`src/rtl/rs_encode_pkg.sv`:
```
// rs_encode_pkg: shared state enums and width helper for the RS encoder input controller.
package rs_encode_pkg;
  typedef enum logic [1:0] {ST_READY, ST_ENCODE, ST_PAD, ST_DRAIN} state_e;
  typedef enum logic {META_DONE, META_PENDING} meta_e;
  function automatic int clog2_min1(input int n);
    return (n > 1) ? $clog2(n) : 1;
  endfunction
endpackage

```
`src/rtl/rs_rr_unit_ptr.sv`:
```
// rs_rr_unit_ptr: round-robin modulo-N pointer that advances on incr_i.
module rs_rr_unit_ptr
  import rs_encode_pkg::*;
#(
  parameter int N = 4,
  parameter int W = clog2_min1(N)
) (
  input  logic         clk_i,
  input  logic         rst_ni,
  input  logic         incr_i,
  output logic [W-1:0] ptr_o
);
  logic [W-1:0] ptr_q, ptr_d;
  assign ptr_d = !incr_i ? ptr_q : (ptr_q == W'(N - 1)) ? '0 : ptr_q + W'(1);
  always_ff @(posedge clk_i or negedge rst_ni)
    if (!rst_ni) ptr_q <= '0;
    else ptr_q <= ptr_d;
  assign ptr_o = ptr_q;
endmodule

```
`src/rtl/rs_encode_multi_stream_in_ctrl.sv`:
```
// rs_encode_multi_stream_in_ctrl: accepts encode requests and spreads payload blocks round-robin over RS units.
module rs_encode_multi_stream_in_ctrl
  import rs_encode_pkg::*;
#(
  parameter int NUM_RS_UNITS = 4,
  parameter int DATA_LINES   = 8,
  parameter int TOTAL_LINES  = 10,
  parameter int BLK_CNT_W    = 16,
  localparam int UNIT_W      = clog2_min1(NUM_RS_UNITS),
  localparam int LINE_W      = clog2_min1(TOTAL_LINES)
) (
  input  logic                    clk_i,
  input  logic                    rst_ni,
  input  logic                    req_val_i,
  output logic                    req_rdy_o,
  input  logic [BLK_CNT_W-1:0]    req_num_blocks_i,
  input  logic                    req_shorten_i,
  input  logic                    data_val_i,
  output logic                    data_rdy_o,
  output logic                    enc_val_o,
  input  logic [NUM_RS_UNITS-1:0] enc_rdy_i,
  output logic [UNIT_W-1:0]       enc_unit_sel_o,
  output logic                    enc_pad_o,
  output logic                    enc_last_o,
  output logic                    meta_val_o,
  input  logic                    meta_rdy_i,
  output logic [BLK_CNT_W-1:0]    meta_num_blocks_o,
  output logic [UNIT_W-1:0]       meta_start_unit_o,
  output logic                    busy_o
);
  localparam logic [LINE_W-1:0] DL_LAST = LINE_W'(DATA_LINES - 1);
  localparam logic [LINE_W-1:0] TL_LAST = LINE_W'(TOTAL_LINES - 1);
  localparam bit NO_PAD = (DATA_LINES == TOTAL_LINES);

  state_e                state_q, state_d;
  meta_e                 meta_q, meta_d;
  logic [LINE_W-1:0]     line_q, line_d;
  logic [BLK_CNT_W-1:0]  blk_q, blk_d, nb_q, nb_d;
  logic                  sh_q, sh_d;
  logic [UNIT_W-1:0]     start_q, start_d, unit_ptr;
  logic                  sel_rdy, accept, blk_end;

  rs_rr_unit_ptr #(.N(NUM_RS_UNITS), .W(UNIT_W)) u_ptr (
    .clk_i  (clk_i),
    .rst_ni (rst_ni),
    .incr_i (blk_end),
    .ptr_o  (unit_ptr)
  );

  // Only the currently selected unit's ready matters; other units may stall freely.
  assign sel_rdy = enc_rdy_i[unit_ptr];

  always_comb begin
    state_d    = state_q;
    line_d     = line_q;
    blk_d      = blk_q;
    nb_d       = nb_q;
    sh_d       = sh_q;
    start_d    = start_q;
    req_rdy_o  = 1'b0;
    data_rdy_o = 1'b0;
    enc_val_o  = 1'b0;
    enc_pad_o  = 1'b0;
    enc_last_o = 1'b0;
    accept     = 1'b0;
    blk_end    = 1'b0;
    case (state_q)
      ST_READY: begin
        req_rdy_o = 1'b1;
        line_d    = '0;
        blk_d     = '0;
        if (req_val_i) begin
          accept  = 1'b1;
          nb_d    = req_num_blocks_i;
          sh_d    = req_shorten_i;
          start_d = unit_ptr;
          state_d = (req_num_blocks_i == '0) ? ST_DRAIN : ST_ENCODE;
        end
      end
      ST_ENCODE: begin
        enc_val_o  = data_val_i;
        data_rdy_o = sel_rdy;
        enc_last_o = data_val_i && line_q == DL_LAST && (sh_q || NO_PAD);
        if (data_val_i && sel_rdy) begin
          line_d = line_q + LINE_W'(1);
          if (line_q == DL_LAST) begin
            blk_end = sh_q || NO_PAD;
            if (!blk_end) state_d = ST_PAD;
          end
        end
      end
      ST_PAD: begin
        enc_val_o  = 1'b1;
        enc_pad_o  = 1'b1;
        enc_last_o = line_q == TL_LAST;
        if (sel_rdy) begin
          line_d  = line_q + LINE_W'(1);
          blk_end = enc_last_o;
        end
      end
      ST_DRAIN: if (meta_q == META_DONE || meta_rdy_i) state_d = ST_READY;
      default: state_d = state_e'('x);
    endcase
    if (blk_end) begin
      line_d  = '0;
      blk_d   = blk_q + BLK_CNT_W'(1);
      state_d = (blk_q == nb_q - BLK_CNT_W'(1)) ? ST_DRAIN : ST_ENCODE;
    end
  end

  // Metadata handshake runs alongside payload flow and never holds it back.
  always_comb begin
    meta_val_o = meta_q == META_PENDING;
    meta_d     = accept ? META_PENDING : (meta_val_o && meta_rdy_i) ? META_DONE : meta_q;
  end

  always_ff @(posedge clk_i or negedge rst_ni)
    if (!rst_ni) begin
      state_q <= ST_READY;
      meta_q  <= META_DONE;
    end else begin
      state_q <= state_d;
      meta_q  <= meta_d;
    end

  always_ff @(posedge clk_i or negedge rst_ni)
    if (!rst_ni) begin
      line_q  <= '0;
      blk_q   <= '0;
      nb_q    <= '0;
      sh_q    <= 1'b0;
      start_q <= '0;
    end else begin
      line_q  <= line_d;
      blk_q   <= blk_d;
      nb_q    <= nb_d;
      sh_q    <= sh_d;
      start_q <= start_d;
    end

  assign busy_o            = state_q != ST_READY;
  assign enc_unit_sel_o    = unit_ptr;
  assign meta_num_blocks_o = nb_q;
  assign meta_start_unit_o = start_q;
endmodule
```
`config.mk`:
```
export PLATFORM = sky130hd
export DESIGN_NAME = rs_encode_multi_stream_in_ctrl
export DESIGN_NICKNAME = d
export VERILOG_FILES = /design/src/rtl/rs_encode_pkg.sv /design/src/rtl/rs_rr_unit_ptr.sv /design/src/rtl/rs_encode_multi_stream_in_ctrl.sv
export SDC_FILE = /design/constraint.sdc
export NUM_CORES = 1
export LEC_CHECK = 0
export CAP_MARGIN = 30
export CORE_MARGIN = 5
export CORE_UTILIZATION = 54
export CTS_BUF_LIST = sky130_fd_sc_hd__clkbuf_8
export DETAILED_ROUTE_END_ITERATION = 10
export PLACE_DENSITY = 0.79
export SLEW_MARGIN = 20
export SYNTH_ARGS = -nofsm -noshare
export SYNTH_HDL_FRONTEND = slang
export SYNTH_SLANG_ARGS = --single-unit
```
`constraint.sdc`:
```
create_clock -name clk_i -period 2.9 [get_ports clk_i]
set_input_delay 0.29 -clock clk_i [delete_from_list [all_inputs] [get_ports clk_i]]
set_output_delay 0.29 -clock clk_i [all_outputs]
set_load 0.01 [all_outputs]
```
==> out/results.ini, run 1 <==
[status]
outcome=finished, final reports clean

[routing]
drc=0
viasPerCell=5.90
wl_per_cell_um=16.1
drt_iter0_drc=161
first_pass_iters=4
num_vias=2456
final_antenna_net_count=0
routed_wl_mm=6.70

[setup_path]
crit_chain=inv_1 -> ha_1 -> or4b_1 -> or3_2 -> nor2_1 -> xnor2_1 -> nand4_1 -> o31ai_2
r2r_setup_slack_ns=0.29
start_kind=flip-flop
r2r_start=meta_num_blocks_o[0]$_DFFE_PN0P_
slowest_stage=or4b_1
arrival_ns=2.81
path_class=reg2reg
startpoint=meta_num_blocks_o[0]$_DFFE_PN0P_
critPathMaxStageDelay_ns=0.62
crit_buf_inv=1
end_kind=flip-flop
cp_max_fo=7
crit_required_ns=3.10
cp_top_family=simple AND/OR/NAND/NOR gates

[sta]
worst_slew_pin_slew_ns=0.862
rsz0062_at_grt=false
maxSlewViolCount=0
fin_crit_ns=2.61
finalSetupTns_ns=0
fmax_mhz=383
worst_hold_slack_ns=0.476
finalCritPeriodShare_pct=90.0
finalHoldViolCount=0
finClkSkew_ns=0.00669
setup_viol=0
slew_headroom_pct=42.4

[cts]
numCtsBuffers=5
cts.clk_slew.worst_paths_ns=0.08
clkSinkCount=44
cts_setup_buffers=0
cts_root_buf=clkbuf_8
ctsHtreeMaxLevel=2
clock_latency_ns=0.30
clockBufferDepth=2
cts_tree=yes

[die]
coreArea_um2=5040
fp.dieH_um=81.5
rows=26
start_util_pct=54.8
die_w_um=81.5
dieArea_um2=6650
ios=53

[synth]
synth_area_um2=2760
synth_top_cell_by_area=dfrtp_1
synthArstFlopShare_pct=100
syn-num-nets=328
ys_ff_latch=44
yosysWarnings=0
synth_flop_cell=dfrtp_1
yosys-top-cells-area=dfrtp_1 40%, mux2_2 8.2%, o21ai_0 5.8%
synth_top_area_share_pct=39.9
netlist-cell-type-count=51
synth_edf_count=0
post-synth-top-count-cell=dfrtp_1
synth_seq_area_share_pct=39.9
avgSynthCellArea_um2=9.43
synth_common_cells=44 x dfrtp_1, 32 x o21ai_0, 24 x nand2_1
syn_inst=293

[pwr]
p_switching_w=0.00119
p_per_area_nw_per_um2=870
irDropWorstVdd_mv=0.581
power.internal_w=0.00184
combPwrFrac_pct=49.8
seq_power_share_pct=35.0
p_leak_nw=1.44
clkPwrFrac_pct=15.2
swShare_pct=39.1

[finish]
utilization_pct=69.1
fill_cells=404
drive_gt1_share_pct=12.7
n_antenna_cell=0
area_growth_pct=26.0
final_nets=380

[placement]
globalplace.congestion=0.954
portBuffers=52
dpl.hpwl_mm=5.06

[grt]
grt_max_degree=26
overflow=0
grt_usage_pct=21.5
antenna_found_initial=0
grt_pass1_wl_mm=11.2
grt_pass1_vias=2364

[worst_hold_path]
worstHoldPathType=in2async

[flow_run]
max_cap_viol_count=0

flip-flops by register name (all words and copies together) (netlist names):
signal and count:
blk_q 16, line_q 4, meta_num_blocks_o 16, meta_start_unit_o 2
meta_val_o 1, sh_q 1, state_q 2, u_ptr.ptr_o 2
per-stage QoR:
stage / power (W) / setup WS, ns / instance area (um^2) / instances
6_report: 0.00303 / 0.289 / 3480 / 416
5_1_grt: 0.00324 / 0.123 / 3480 / 416
3_5_place_dp: 0.00257 / 0.329 / 3360 / 407
2_1_floorplan: 0.00196 / 0.499 / 2760 / 293
3_3_place_gp: 0.00253 / 0.440 / 3340 / 406
4_1_cts: 0.00304 / 0.280 / 3480 / 416
path summary, 6_finish.rpt:
path                                                endpoint  cells after the start
setup / recovery                      state_q[1]$_DFFE_PN0P_                      8
hold / removal                         line_q[3]$_DFFE_PN0P_                      2
setup reg to reg                      state_q[1]$_DFFE_PN0P_                      8
hold reg to reg             meta_start_unit_o[1]$_DFFE_PN0P_                      1
max in group asynchronous  meta_num_blocks_o[14]$_DFFE_PN0P_                      3
min in group clk_i          meta_start_unit_o[1]$_DFFE_PN0P_                      1
power groups by stage:
stage          sequential (W)  combinational, W  clock [W]
2_1_floorplan         0.00104          0.000919          0
3_3_place_gp          0.00106           0.00147          0
3_5_place_dp          0.00107           0.00150          0
4_1_cts               0.00106           0.00152   0.000465
5_1_grt               0.00110           0.00165   0.000494
6_report              0.00106           0.00151   0.000460
cell type report:
class	count	area (um^2)	area share (%)
clock buffer	5	68.8	1.98
clock inverter	3	38.8	1.11
inverter	11	41.3	1.19
multi-input combinational	225	1570	45.1
sequential	44	1100	31.6
tap	70	87.6	2.52
timing repair buffer	58	576	16.5
metal layers:
metal	global-route usage, %	share of wire, %
met2	36.0	49
met1	28.9	45
met5	0	0
met4	5.41	0.98
met3	3.51	5.3
cell families after synthesis:
| kind of cell | share of synthesized area, % |
|---|---|
| AO/OA/AOI/OAI | 17.3 |
| XOR/XNOR | 6.34 |
| adder cells (fa/ha/maj) | 4.08 |
| buffers and inverters | 3.35 |
| flip-flops | 39.9 |
| multiplexers | 9.33 |
| AND/OR/NAND/NOR | 19.8 |
repair_timing:
item / 4_1_cts / 5_1_grt
hold endpoints to repair: 19 / 0
hold buffers: 1 / 0
gates resized for setup: 0 / 0
cell usage in the layout (no fill, tap or decap), types with 4 or more instances in the layout:
| cell | count |
|---|---|
| a21oi_1 | 7 |
| a31oi_1 | 4 |
| buf_4 | 4 |
| xor2_1 | 7 |
| nand4_1 | 6 |
| o31ai_1 | 7 |
| o21ai_0 | 31 |
| xnor2_1 | 13 |
| nor4_1 | 6 |
| dfrtp_1 | 44 |
| nand3_1 | 12 |
| ha_1 | 9 |
| and3_1 | 7 |
| nand2_1 | 24 |
| nor3_1 | 6 |
| clkdlybuf4s50_1 | 51 |
| mux2_2 | 20 |
| clkbuf_8 | 5 |
| inv_1 | 12 |
| nor2_1 | 16 |
Power figures use the tool's default switching activity.
==> run 2, diff against run 1 <==
Settings changed: CAP_MARGIN 30 to 20, CORE_UTILIZATION 54 to 49, PLACE_DENSITY 0.79 to 0.75.
Clock period 2.9 ns to 2.3 ns, I/O delays scaled along.
==> out/results.ini, run 2 (synthesis gave the netlist of run 1 again) <==
[grt]
overflow=0
grt_pass1_wl_mm=11.7
grt_pass1_vias=2413
grt_max_degree=24
grt_usage_pct=19.7
antenna_found_initial=0

[sta]
setup_viol=0
worst_slew_pin_slew_ns=0.501
finalHoldViolCount=0
maxSlewViolCount=0
rsz0062_at_grt=true
slew_headroom_pct=66.3
finalCritPeriodShare_pct=95.0
fmax_mhz=458
finClkSkew_ns=0.00681
fin_crit_ns=2.18

[cts]
numCtsBuffers=5
clkSinkCount=44
cts.clk_slew.worst_paths_ns=0.08
cts_tree=yes
cts_root_buf=clkbuf_8
clockBufferDepth=2
ctsHtreeMaxLevel=2
clock_latency_ns=0.30

[setup_path]
reg2reg_depth=7
path_class=reg2reg
start_kind=flip-flop
end_kind=flip-flop
crit_required_ns=2.52
arrival_ns=2.40
r2r_start=meta_num_blocks_o[1]$_DFFE_PN0P_
startpoint=meta_num_blocks_o[1]$_DFFE_PN0P_
crit_end=state_q[1]$_DFFE_PN0P_
cp_max_fo=7
worstReg2RegEnd=state_q[1]$_DFFE_PN0P_
r2r_setup_slack_ns=0.12

[placement]
dpl.hpwl_mm=5.21
dp_cells=423
placed_cell_area_um2=3480
globalplace.congestion=0.904
portBuffers=52

[die]
rows=27
dieArea_um2=7240
ios=53
die_w_um=85.1
fp.dieH_um=85.1
coreArea_um2=5510
start_util_pct=50.2

[finish]
n_antenna_cell=0
mostFrequentLayoutCell=clkdlybuf4s50_1
area_growth_pct=32.7
drive_gt1_share_pct=20.3
instances_no_fill=432
design_area_um2=3670
final_nets=395
final_cell_mix=50 x clkdlybuf4s50_1, 41 x dfrtp_1, 31 x o21ai_0
utilization_pct=66.6

[pwr]
power_w=0.00418
p_leak_nw=1.51
p_per_area_nw_per_um2=1140
irDropWorstVdd_mv=0.802

[routing]
viasPerCell=5.82
drc=0
wl_per_cell_um=16.3
routed_wl_mm=7.06
first_pass_iters=4
final_antenna_net_count=0
num_vias=2513
drt_iter0_drc=137

[worst_hold_path]
worstHoldPathType=in2async

[status]
outcome=finished, final reports clean

[flow_run]
max_cap_viol_count=0

-- run 2: changes by cell type in the layout (fill, tap and decap cells not counted), sizes merged --
cell / before / now
buf: 6 / 21
clkdlybuf4s50: 51 / 50
clkinv: 1 / 0
dlygate4sd2: 0 / 1
-- run 2: final cells by class --
cell class | count | area (um^2)
inverters | 11 | 41.3
repair buffers | 73 | 674
multi-input cells | 225 | 1650
well taps | 72 | 90.1
clock inverters | 2 | 33.8
flip-flops and latches | 44 | 1100
clock buffers | 5 | 68.8
fillers | 457 | 1840
-- run 2: timing repair --
| item | in CTS | in global routing |
|---|---|---|
| resized for setup | 3 | 12 |
| hold endpoints to repair | 21 | 0 |
| gates cloned | 0 | 0 |
| endpoints found under the setup margin | 2 | 5 |
| hold buffers | 1 | 0 |
| setup buffers | 0 | 1 |
-- run 2: critical path, cell delays in order, from the launching register on --
cell and delay (ns):
dfrtp_2 0.41, inv_2 0.07, ha_4 0.12, or4b_4 0.52
or4_4 0.51, a21oi_2 0.16, o21ai_1 0.09, o31ai_2 0.23
-- run 2: per-stage QoR --
step           setup WS, ns  hold WS [ns]  TNS [ns]
2_1_floorplan       0.00839       -0.0656         0
3_3_place_gp         0.0163         0.221         0
3_5_place_dp        -0.0162         0.228   -0.0162
4_1_cts              0.0588         0.438         0
5_1_grt             -0.0242         0.477   -0.0437
6_report              0.116         0.427         0
-- run 2: metal layers --
layer | global-route usage (%) | wire length [um] | up-vias
li1 | - | - | 1214
met1 | 27.9 | 3250 | 1209
met2 | 31.2 | 3390 | 81
met3 | 3.30 | 345 | 9
met4 | 4.89 | 70 | 0
met5 | 0 | 0 | -
-- run 2: worst min path at each step --
stage / end / cells after the start / start / slack [ns]
floorplan: blk_q[0]$_DFFE_PN0P_ / 0 / rst_ni / -0.07
detailed placement: meta_start_unit_o[1]$_DFFE_PN0P_ / 1 / rst_ni / 0.23
global route: meta_start_unit_o[0]$_DFFE_PN0P_ / 2 / rst_ni / 0.48
global placement: meta_start_unit_o[1]$_DFFE_PN0P_ / 1 / rst_ni / 0.22
finish: meta_start_unit_o[0]$_DFFE_PN0P_ / 2 / rst_ni / 0.43
CTS: blk_q[3]$_DFFE_PN0P_ / 2 / rst_ni / 0.44
-- run 2: power by group --
| part | leakage [nW] | internal [W] | switching, W |
|---|---|---|---|
| logic | 0.890 | 0.00125 | 0.00110 |
| registers | 0.566 | 0.000992 | 0.000259 |
| clock network | 0.0554 | 0.000314 | 0.000267 |
| total | 1.51 | 0.00256 | 0.00162 |
==> run 3, diff against run 2 <==
Settings changed: CELL_PAD_IN_SITES_DETAIL_PLACEMENT set to 2, CELL_PAD_IN_SITES_GLOBAL_PLACEMENT set to 2, CORE_UTILIZATION 49 to 30, GPL_TIMING_DRIVEN set to 0.
==> out/results.ini, run 3 (synthesis gave the netlist of run 1 again) <==
[grt]
grt_pass1_vias=2824
grt_pass1_wl_mm=15.0
grt_usage_pct=16.6
grt_max_degree=25
antenna_found_initial=0
overflow=0

[placement]
dpl.hpwl_mm=6.90
placed_cell_area_um2=3460
dp_slack_ns=-0.459
dp_cells=457
globalplace.congestion=0.803
portBuffers=52

[sta]
fin_crit_ns=2.27
worst_slew_pin_slew_ns=0.776
fmax_mhz=441
maxSlewViolCount=0
finalHoldViolCount=0
finClkSkew_ns=0.00822
rsz0062_at_grt=true
setup_viol=0
slew_headroom_pct=48.3
fin_ws_ns=0.0326
finalCritPeriodShare_pct=98.6

[pwr]
p_per_area_nw_per_um2=1170
power_w=0.00447
p_leak_nw=1.54
irDropWorstVdd_mv=0.476

[finish]
n_antenna_cell=0
utilization_pct=42.1
design_area_um2=3830
multiInputGateArea_um2=1730
mostFrequentLayoutCell=clkdlybuf4s50_1
final_nets=399
drive_gt1_share_pct=24.1
instances_no_fill=476
final_cell_mix=50 x clkdlybuf4s50_1, 39 x dfrtp_1, 31 x o21ai_0
seqCellArea_um2=1110
fill_cells=993
area_growth_pct=38.8

[die]
start_util_pct=30.3
fp.dieH_um=106
die_w_um=106
ios=53
rows=35
coreArea_um2=9110
dieArea_um2=11200

[setup_path]
r2r_start=meta_num_blocks_o[0]$_DFFE_PN0P_
arrival_ns=2.48
end_kind=flip-flop
path_class=reg2reg
reg2reg_depth=8
worstReg2RegEnd=state_q[1]$_DFFE_PN0P_
slowest_stage=or4b_4
crit_chain=inv_2 -> ha_4 -> or4b_4 -> or3_4 -> nor2_4 -> xnor2_1 -> nand4_1 -> o31ai_2
start_kind=flip-flop
r2r_setup_slack_ns=0.03
crit_required_ns=2.52
cp_top_family=simple AND/OR/NAND/NOR gates
critPathMaxStageDelay_ns=0.52
crit_buf_inv=1
cp_max_fo=6

[cts]
cts_root_buf=clkbuf_8
cts.clk_slew.worst_paths_ns=0.10
clkSinkCount=44
cts_tree=yes
numCtsBuffers=5
ctsHtreeMaxLevel=2
clockBufferDepth=2
clock_latency_ns=0.30

[routing]
num_vias=2550
routed_wl_mm=9.28
wl_per_cell_um=19.5
final_antenna_net_count=0
drc=0
first_pass_iters=4
viasPerCell=5.36
drt_iter0_drc=64

[worst_hold_path]
worstHoldPathType=in2async

[flow_run]
max_cap_viol_count=0

[status]
outcome=finished, final reports clean

[run 3: layout make-up]
class	count	share of cell area, %
well taps	111	3.62
repair buffers	69	17.3
multi-input cells	225	45.1
plain buffers	8	0.946
inverters	11	1.08
clock buffers	5	1.80
flip-flops and latches	44	28.9
clock inverters	3	1.24
[run 3: how the worst max path moves through the flow]
stage	cells after the start	startpoint	to	slack (ns)
after floorplan	9	meta_num_blocks_o[0]$_DFFE_PN0P_	state_q[1]$_DFFE_PN0P_	0.008
after global placement	1	rst_ni	meta_num_blocks_o[0]$_DFFE_PN0P_	-0.50
after detailed placement	9	state_q[0]$_DFFE_PN0P_	line_q[2]$_DFFE_PN0P_	-0.46
after CTS	6	meta_num_blocks_o[3]$_DFFE_PN0P_	state_q[1]$_DFFE_PN0P_	0.001
after global routing	8	meta_num_blocks_o[0]$_DFFE_PN0P_	state_q[1]$_DFFE_PN0P_	-0.05
final	8	meta_num_blocks_o[0]$_DFFE_PN0P_	state_q[1]$_DFFE_PN0P_	0.03
[run 3: repair_timing]
| action | in CTS | in global routing |
|---|---|---|
| endpoints found under the hold margin | 23 | 0 |
| hold buffers | 1 | 0 |
| pin swaps | 10 | 6 |
| setup buffers | 8 | 7 |
| setup endpoints to repair | 27 | 25 |
| resized for setup | 19 | 25 |
[run 3: stage by stage]
stage / setup TNS (ns) / hold WS (ns)
finish: 0 / 0.463
floorplan: 0 / -0.0656
detailed placement: -8.06 / 0.274
global placement: -19.83 / 0.488
CTS: 0 / 0.466
global route: -0.0795 / 0.505
[run 3: power breakdown]
group | leakage (nW) | total [W] | switching (W) | internal [W]
clock | 0.0583 | 0.000627 | 0.000299 | 0.000328
sequential | 0.564 | 0.00136 | 0.000364 | 0.000995
combinational | 0.917 | 0.00248 | 0.00119 | 0.00130
[run 3: layer usage]
layer	wire (um)	global-route usage, %	part of all wire (%)
met5	0	0	0
met4	169	4.63	1.8
met3	117	2.31	1.3
met2	4760	29.1	51
met1	4230	21.3	46
